$ cat src/rtl/tx_resp_arbiter.sv
// tx_resp_arbiter: round-robin sharing of the TX FIFO write port between the
// register-file read byte and the two-byte ALU result.
// An ALU result is always written as an unbroken low/high byte pair.
// Optional macro TX_HDR_EN: each packet is preceded by a tag byte
// (BB for RF, CC for ALU).
module tx_resp_arbiter #(
  parameter int DATA_WIDTH = 8
) (
  input  logic                    CLK,
  input  logic                    RST,
  input  logic                    RF_REQ,
  input  logic [DATA_WIDTH-1:0]   RF_DATA,
  output logic                    RF_ACK,
  input  logic                    ALU_REQ,
  input  logic [2*DATA_WIDTH-1:0] ALU_DATA,
  output logic                    ALU_ACK,
  input  logic                    FIFO_FULL,
  output logic                    WR_INC,
  output logic [DATA_WIDTH-1:0]   WR_DATA,
  output logic                    BUSY
);

`ifdef TX_HDR_EN
  typedef enum logic [2:0] {IDLE, SEND_RF, SEND_LO, SEND_HI, SEND_HDR} state_t;
`else
  typedef enum logic [1:0] {IDLE, SEND_RF, SEND_LO, SEND_HI} state_t;
`endif

  state_t                  state;
  logic [DATA_WIDTH-1:0]   rf_cap;
  logic [2*DATA_WIDTH-1:0] alu_cap;
  logic                    last_alu;   // last grant went to the ALU
  logic                    rf_ack_d;   // RF_ACK was high last cycle
  logic                    alu_ack_d;  // ALU_ACK was high last cycle
`ifdef TX_HDR_EN
  logic                    hdr_alu;    // packet behind the tag is an ALU pair
`endif

  // A REQ still held in the cycle after its ACK belongs to the packet just
  // granted, so it is masked to prevent a double grant.
  logic rf_ok, alu_ok, grant_rf, grant_alu;
  assign rf_ok     = RF_REQ  && !rf_ack_d;
  assign alu_ok    = ALU_REQ && !alu_ack_d;
  assign grant_rf  = rf_ok && (!alu_ok || last_alu);
  assign grant_alu = alu_ok && !grant_rf;

  // Write port: strobe follows FIFO_FULL combinationally in the SEND states.
  // A cycle with reset asserted never writes, so a reset mid-packet cannot
  // leak the byte that was pending.
  always_comb begin
    WR_INC  = 1'b0;
    WR_DATA = '0;
    case (state)
      SEND_RF: begin
        WR_INC  = RST && !FIFO_FULL;
        WR_DATA = rf_cap;
      end
      SEND_LO: begin
        WR_INC  = RST && !FIFO_FULL;
        WR_DATA = alu_cap[DATA_WIDTH-1:0];
      end
      SEND_HI: begin
        WR_INC  = RST && !FIFO_FULL;
        WR_DATA = alu_cap[2*DATA_WIDTH-1:DATA_WIDTH];
      end
`ifdef TX_HDR_EN
      SEND_HDR: begin
        WR_INC  = RST && !FIFO_FULL;
        WR_DATA = hdr_alu ? DATA_WIDTH'(8'hCC) : DATA_WIDTH'(8'hBB);
      end
`endif
      default: ;
    endcase
  end

  // Arbitration FSM with registered ACK pulses and BUSY.
  always_ff @(posedge CLK) begin
    if (!RST) begin
      state     <= IDLE;
      rf_cap    <= '0;
      alu_cap   <= '0;
      last_alu  <= 1'b1;
      rf_ack_d  <= 1'b0;
      alu_ack_d <= 1'b0;
      RF_ACK    <= 1'b0;
      ALU_ACK   <= 1'b0;
      BUSY      <= 1'b0;
`ifdef TX_HDR_EN
      hdr_alu   <= 1'b0;
`endif
    end else begin
      RF_ACK    <= 1'b0;
      ALU_ACK   <= 1'b0;
      rf_ack_d  <= RF_ACK;
      alu_ack_d <= ALU_ACK;
      case (state)
        IDLE: begin
          if (grant_rf) begin
            rf_cap   <= RF_DATA;
            last_alu <= 1'b0;
            RF_ACK   <= 1'b1;
            BUSY     <= 1'b1;
`ifdef TX_HDR_EN
            hdr_alu  <= 1'b0;
            state    <= SEND_HDR;
`else
            state    <= SEND_RF;
`endif
          end else if (grant_alu) begin
            alu_cap  <= ALU_DATA;
            last_alu <= 1'b1;
            ALU_ACK  <= 1'b1;
            BUSY     <= 1'b1;
`ifdef TX_HDR_EN
            hdr_alu  <= 1'b1;
            state    <= SEND_HDR;
`else
            state    <= SEND_LO;
`endif
          end
        end
        SEND_RF: begin
          if (!FIFO_FULL) begin
            state <= IDLE;
            BUSY  <= 1'b0;
          end
        end
        SEND_LO: begin
          if (!FIFO_FULL) state <= SEND_HI;
        end
        SEND_HI: begin
          if (!FIFO_FULL) begin
            state <= IDLE;
            BUSY  <= 1'b0;
          end
        end
`ifdef TX_HDR_EN
        SEND_HDR: begin
          if (!FIFO_FULL) state <= hdr_alu ? SEND_LO : SEND_RF;
        end
`endif
        default: begin
          state <= IDLE;
          BUSY  <= 1'b0;
        end
      endcase
    end
  end

endmodule

$ cat config.mk
export PLATFORM = sky130hd
export DESIGN_NAME = tx_resp_arbiter
export DESIGN_NICKNAME = d
export VERILOG_FILES = /design/src/rtl/tx_resp_arbiter.sv
export SDC_FILE = /design/constraint.sdc
export NUM_CORES = 1
export LEC_CHECK = 0
export ABC_AREA = 1
export BUFFER_PORTS_ARGS = -buffer_cell sky130_fd_sc_hd__buf_2
export CORE_UTILIZATION = 50
export CTS_CLUSTER_DIAMETER = 40
export DETAILED_ROUTE_END_ITERATION = 16
export GPL_TIMING_DRIVEN = 0
export PLACE_DENSITY = 0.78
export SYNTH_ARGS = -nofsm -noshare
export SYNTH_HDL_FRONTEND = slang
export SYNTH_SLANG_ARGS = --single-unit
$ cat constraint.sdc
create_clock -name CLK -period 1.5 [get_ports CLK]
set_input_delay 0.225 -clock CLK [delete_from_list [all_inputs] [get_ports CLK]]
set_output_delay 0.225 -clock CLK [all_outputs]
set_load 0.03 [all_outputs]
==> results of run 1 <==
## metrics by stage
stage	hold WS, ps	setup WS [ps]	instance area, um2	power (mW)
2_1_floorplan	370	149	1400	1.47
3_3_place_gp	420	79.1	1640	1.64
3_5_place_dp	424	86.0	1640	1.65
4_1_cts	125	-21.5	1760	2.17
5_1_grt	126	-94.7	1830	2.39
6_report	129	-55.0	1830	2.28
## cells in the mapped netlist, types with 4 or more instances
master,instances,share of area (%)
dfxtp_1,32,46
o211ai_1,8,4.3
nand3_1,23,8.2
nand4_1,16,7.2
a21oi_1,10,3.6
nand2_1,62,17
inv_1,18,4.8
nor2_1,4,1.1
## cell usage in the layout (no fill, tap or decap)
| cell | netlist | layout |
|---|---|---|
| nand2_1 | 62 | 52 |
| nand4_1 | 16 | 16 |
| o211ai_1 | 8 | 8 |
| nand2_4 | 0 | 2 |
| nor2_4 | 2 | 2 |
| clkinv_2 | 0 | 1 |
| dfxtp_4 | 0 | 2 |
| buf_2 | 1 | 32 |
| nor2_1 | 4 | 4 |
| clkbuf_4 | 0 | 5 |
| a21oi_1 | 10 | 10 |
| buf_4 | 2 | 18 |
| inv_1 | 18 | 15 |
| nand2_2 | 1 | 9 |
| nor3_1 | 1 | 1 |
| nand3_1 | 23 | 23 |
| clkbuf_1 | 2 | 3 |
| buf_1 | 1 | 1 |
| o21ai_0 | 1 | 1 |
| nand3_2 | 1 | 1 |
| inv_2 | 2 | 3 |
| buf_6 | 2 | 2 |
| clkinv_4 | 0 | 3 |
| inv_4 | 0 | 1 |
| clkinvlp_4 | 0 | 1 |
| dfxtp_1 | 32 | 30 |
## worst max-delay path: cells and delay by family (launching register included)
| kind | cells | cell delay [ps] |
|---|---|---|
| buf+inv | 2 | 340 |
| flops | 1 | 410 |
| simple gates | 2 | 240 |
## worst paths after layout
path                          from                  endpoint  slack (ps)  cells past startpoint
max          state[0]$_SDFFE_PN0P_                    WR_INC         -60                      4
min                     RF_DATA[3]    rf_cap[3]$_SDFFE_PN0P_         130                      3
max reg2reg  state[0]$_SDFFE_PN0P_  alu_cap[14]$_SDFFE_PN0P_          30                      8
min reg2reg      RF_ACK$_SDFF_PP0_       rf_ack_d$_SDFF_PN0_         440                      2
## per-layer routing
metal  up-vias  part of all wire, %  routed length (um)
met3        10                  6.6                 235
li1        741                    -                   -
met4         0                  2.0                  70
met1       654                   45                1600
met5         -                    0                   0
met2        64                   46                1650
## layout make-up
| class | instances | share of cell area (%) |
|---|---|---|
| plain buffers | 8 | 2.95 |
| clock buffers | 6 | 2.26 |
| clock inverters | 1 | 0.274 |
| inverters | 22 | 5.41 |
| multi-input cells | 129 | 36.0 |
| flip-flops and latches | 32 | 35.5 |
| well taps | 30 | 2.06 |
| repair buffers | 47 | 15.1 |
| repair inverters | 1 | 0.480 |
## power by group through the flow
stage	Sequential (mW)	Clock [mW]	Combinational [mW]
6_report	1.04	0.451	0.787
5_1_grt	1.05	0.493	0.846
4_1_cts	1.03	0.458	0.690
3_5_place_dp	1.04	0	0.612
3_3_place_gp	1.03	0	0.609
2_1_floorplan	1.05	0	0.422
## logic make-up after synthesis
logic type / after synthesis / share of synthesized area [%]
buffers and inverters: 30 / 9.75
AO/OA/AOI/OAI: 19 / 8.23
flip-flops: 32 / 45.8
AND/OR/NAND/NOR: 110 / 36.2
## timing repair
item                       4_1_cts  5_1_grt
resized for setup               24       12
pin swaps                        3        6
hold endpoints to repair         0        0
cloned                           1        0
setup endpoints to repair        8        9
setup buffers                    2        5
==> impl_results.md, run 1 <==
- Worst-path maximum fanout: 5
- # setup viols final: 8
- FMAX: 643 MHz
- Die ar.: 0.00301 mm2
- Post-synth cell types: 20
- Fillcell total: 221
- Setup crit start kind: flop
- Layout cells sized above 1: 33.3%
- Global-route wire length before repair: 5060 um
- P_leak: 0.873 nW
- Final WL: 3550 um
- Post-DP HPWL: 2320 um
- Number of max-cap violations: 0
- Hold crit path type: in2reg
- Fin util: 71.1%
- Mapped Cells: 191
- Worst-Skew Late Latency: 330 ps
- Setup_tns: -158 ps
- Fraction of registers with async set/reset: 0%
- CP peak stage delay: 410 ps
- Internal: 1.44 mW
- Final min period: 1560 ps
- Grt ovf: 0
- EDFF count, synth: 0
- Clk pwr share: 19.8%
- Sequential area share after synthesis: 45.8%
- Required time worst endpoint: 1270 ps
- Crit path arrival time: 1330 ps
- Grt met1 use: 31.2%
- Initial antenna violation count: 0
- Failing checks: negative setup slack
- Maximum clock insertion buffer count: 2
- RSZ-0062 raised after global routing: true
- Slew @ Worst Pin: 485 ps
- Power per cell area: 1250 mW/mm2
- Top Registers: alu_cap: 16 flops, rf_cap: 8 flops, state: 2 flops
- Core box area: 0.00257 mm2
- Final Skew: 6.12 ps
- Gate power share: 34.6%
- Iteration-0 DRC Markers: 44
- DR pass1 iterations: 4
- Outcome: complete, but fails checks
- Gpl congestion: 0.771
- Slowest-stage cell, CP: dfxtp_4
- CTS tree: yes
- Met3 GRT Util: 6.01%
- Final ANT Viol Nets: 0
- Number of synthesized register bits: 32
- Drt wl/cell: 12.9 um
- Synth warn: 0
- GRT Util Overall: 24.6%
- Switching share of total power: 36.9%
- Initial core utilization: 54.5%
- Synth Cell Area: 0.00140 mm2
- Port bufs: 40
- Root Driver: clkbuf_4
- CP endpoint kind: output port
- Final Cycle Share: 104%
- Most frequent CP cell: buf_4
- Mean Syn Cell Area: 7.32 um2
- GRT busiest layer: met2
- Vias: 1469
- Area occupied by multi-input gates: 657 um2
- Max FFs per register: 16
- Nets: 275
- Met2 Track Usage GR: 40.4%
- Area growth syn-to-layout: 30.5%
- Final Max Slew Viols: 0
- Syn_nets: 220
- Sequential power share: 45.6%
- Placed insts: 261
- Largest net degree at the start of global routing: 11
- DR vias/cell: 5.32
- Residual DRC: 0
- Seq. cell area: 648 um2
- Final std cells w/o fill: 276
- Die Ht: 54.9 um
- Most flops, register: alu_cap
- Ys flop type: dfxtp_1
- TritonCTS Sinks: 32
- Antenna diodes: 0
- Worst vdd ir: 0.000956 V
- I/O pin count: 41
- Vias in the first global route: 1149
- Die W: 54.9 um
- PnR worst setup slack: -55.0 ps
- CTS buffer count: 5
- Final Hold Fails: 0
- # rows: 18
- Hold Buf Count CTS: 0
- Slew HR: 67.7%
- Worst-path clk slew: 90 ps
- Switch Pwr: 0.841 mW
- Crit-path cells: buf_4, nor2_4, nor3_1, buf_4
- CTS H-tree lvls: 2
- WS Path Type: reg2out
No activity file was read; power rests on OpenSTA's default activity.
==> run 2: changes to the inputs <==
- CORE_UTILIZATION: 50 -> 45
- PLACE_DENSITY: 0.78 -> 0.74
- clock period: 1.5 -> 1.4 ns (I/O delays scaled with it)
==> run 2 against run 1 <==
Against the previous run: clock-buffer cell count is the same; critical path type unchanged; the flow finishes with violations (design-rule violations, negative setup slack); register-to-register slack lost 20 ps; cell count grew 2.2%; sequential share of layout area shrank 2.7 points; first-iteration DRC count grew 77%; combinational power grew 22%; die area grew 11%.
==> impl_results.md, run 2 (synthesis results as in run 1) <==
- Outcome: complete, but fails checks
- Failing checks: design-rule violations, negative setup slack
- GRT Util Overall: 23.6% (-0.96 points)
- Number of max-cap violations: 0 (unchanged)
- Most flops, register: alu_cap
- FMAX: 647 MHz
- Final ANT Viol Nets: 0 (unchanged)
- Layout cells sized above 1: 36.3% (+2.9 points)
- TritonCTS Sinks: 32 (unchanged)
- CP endpoint kind: output port
- Met1 Wirelength: 1710 um (+7.0%)
- Core box area: 0.00285 mm2 (+11%)
- DR pass1 iterations: 10 (+6)
- Final Skew: 3.84 ps (-2.28 ps)
- Slowest-stage cell, CP: dfxtp_4
- Worst setup startpoint: state[1]$_SDFFE_PN0P_
- Grt ovf: 0 (unchanged)
- Antenna diodes: 0 (unchanged)
- Residual DRC: 2 (+2)
- CP Buf/Inv Count: 2 (unchanged)
- Gpl congestion: 0.803 (+4.1%)
- DR WL met3: 225 um (-4.3%)
- Met2 WL post-DR: 1720 um (+4.6%)
- Vias: 1475 (+0.41%)
- Hold crit path type: in2reg
- # setup viols final: 9 (+1)
- Delay-heaviest family, CP: flip-flops
- Vias in the first global route: 1352 (+18%)
- Initial core utilization: 49.0% (-5.4 points)
- Worst hold slack: 106 ps (-23.2 ps)
- Initial antenna violation count: 0 (unchanged)
- Largest net degree at the start of global routing: 11 (unchanged)
- Worst vdd ir: 0.000859 V (-10%)
- Maximum clock insertion buffer count: 2 (unchanged)
- Min-delay src: RF_DATA[4]
- Setup crit start kind: flop
- Final Max Slew Viols: 0 (unchanged)
- Setup_tns: -870 ps (-713 ps)
- CP peak stage delay: 400 ps (about the same)
- CTS buffer count: 5 (unchanged)
- Crit-path cells: inv_4, nand2_4, o211ai_1, buf_4
- Area growth syn-to-layout: 41.3%
- Drt wl/cell: 13.3 um (+3.2%)
- DR vias/cell: 5.23 (-1.7%)
- Port bufs: 40 (unchanged)
- Fillcell total: 238 (+7.7%)
- Worst-Skew Late Latency: 340 ps (about the same)
- Power per cell area: 1410 mW/mm2 (+13%)
- Nets: 279 (+1.5%)
- Final WL: 3740 um (+5.4%)
- Final Cycle Share: 110%
- Crit path arrival time: 1340 ps (about the same)
- CTS H-tree lvls: 2 (unchanged)
- WS Path Type: reg2out
- Slew HR: 68.3% (+0.57 points)
- # rows: 19 (+1)
- Die ar.: 0.00334 mm2 (+11%)
- DR top layer: met4
- Die W: 57.8 um (+5.2%)
- Top Registers: alu_cap: 16 flops, rf_cap: 8 flops, state: 2 flops
- P_leak: 0.977 nW (+12%)
- Max FFs per register: 16 (unchanged)
- RSZ-0062 raised after global routing: true
- Most common cell after layout, fill and taps aside: nand2_1
- Reg2reg start: state[1]$_SDFFE_PN0P_
- Required time worst endpoint: 1190 ps (-80 ps)
- Global-route wire length before repair: 5940 um (+17%)
- Worst-path clk slew: 100 ps (about the same)
- Worst-path maximum fanout: 8 (+3)
- Post-DP HPWL: 2350 um (+1.5%)
- I/O pin count: 41 (unchanged)
- Iteration-0 DRC Markers: 78 (+77%)
- Commonest non-fill, non-tap cells in the layout: nand2_1, buf_2, dfxtp_1
- Root Driver: clkbuf_4
- PnR worst setup slack: -147 ps (-91.6 ps)
- Die Ht: 57.8 um (+5.2%)
- Final min period: 1550 ps
- Slew @ Worst Pin: 476 ps (-8.61 ps)
- Final Hold Fails: 0 (unchanged)
- CTS tree: yes
==> run 2: changes by cell type in the layout (fill, tap and decap cells not counted), sizes merged <==
| cell | change |
|---|---|
| buf | +3 |
| bufinv | +1 |
| clkinv | -1 |
| clkinvlp | +1 |
| inv | +1 |
==> run 2: power breakdown <==
group | switching, mW | internal (mW)
Combinational | 0.578 | 0.385
Sequential | 0.0968 | 1.03
Clock | 0.320 | 0.374
==> run 2: routing by layer <==
layer / global-route usage, % / vias to the layer above
li1: - / 752
met1: 30.8 / 664
met2: 37.7 / 49
met3: 5.36 / 10
met4: 10.2 / 0
met5: 0 / -
==> run 2: cell type report <==
cell class,instances,area [um2],share of cell area (%)
Multi-Input combinational cell,129,728,36.8
Sequential cell,32,648,32.8
Timing Repair Buffer,50,305,15.4
Inverter,22,109,5.51
Buffer,8,57.6,2.91
Clock buffer,6,41.3,2.09
Tap cell,31,38.8,1.96
Clock inverter,2,35.0,1.77
Timing Repair inverter,2,13.8,0.696
==> run 2: worst paths after layout <==
| path | endpoint | slack [ps] | cells after the start |
|---|---|---|---|
| worst max register to register | alu_cap[3]$_SDFFE_PN0P_ | 10 | 8 |
| worst min register to register | rf_ack_d$_SDFF_PN0_ | 440 | 2 |
| worst max-delay path | WR_DATA[0] | -150 | 4 |
| worst min-delay path | rf_cap[4]$_SDFFE_PN0P_ | 110 | 3 |
==> run 2: repair_timing <==
action / CTS / global route
endpoints found under the setup margin: 9 / 31
resized for setup: 31 / 25
setup buffers: 7 / 2
gates cloned: 1 / 2
pin swaps: 6 / 13
hold buffers: 0 / 0
==> run 2: metrics by stage <==
step                util [%]  instance area, um2  instances  total power, mW  setup slack, ps
detailed placement      57.4                1640        262             1.77            -27.0
floorplan                  -                1400        191             1.58             64.2
finish                  69.3                1980        282             2.78             -147
global route            69.3                1980        282             2.94             -176
global placement        57.4                1640        262             1.76            -21.2
CTS                     64.7                1850        278             2.63             -118
==> run 2: worst reg2reg max path, delay by kind of cell (launching register included) <==
family	cells	cell delay [ps]
buffers and inverters	4	490
DFF	1	400
and+or+nand+nor	4	450
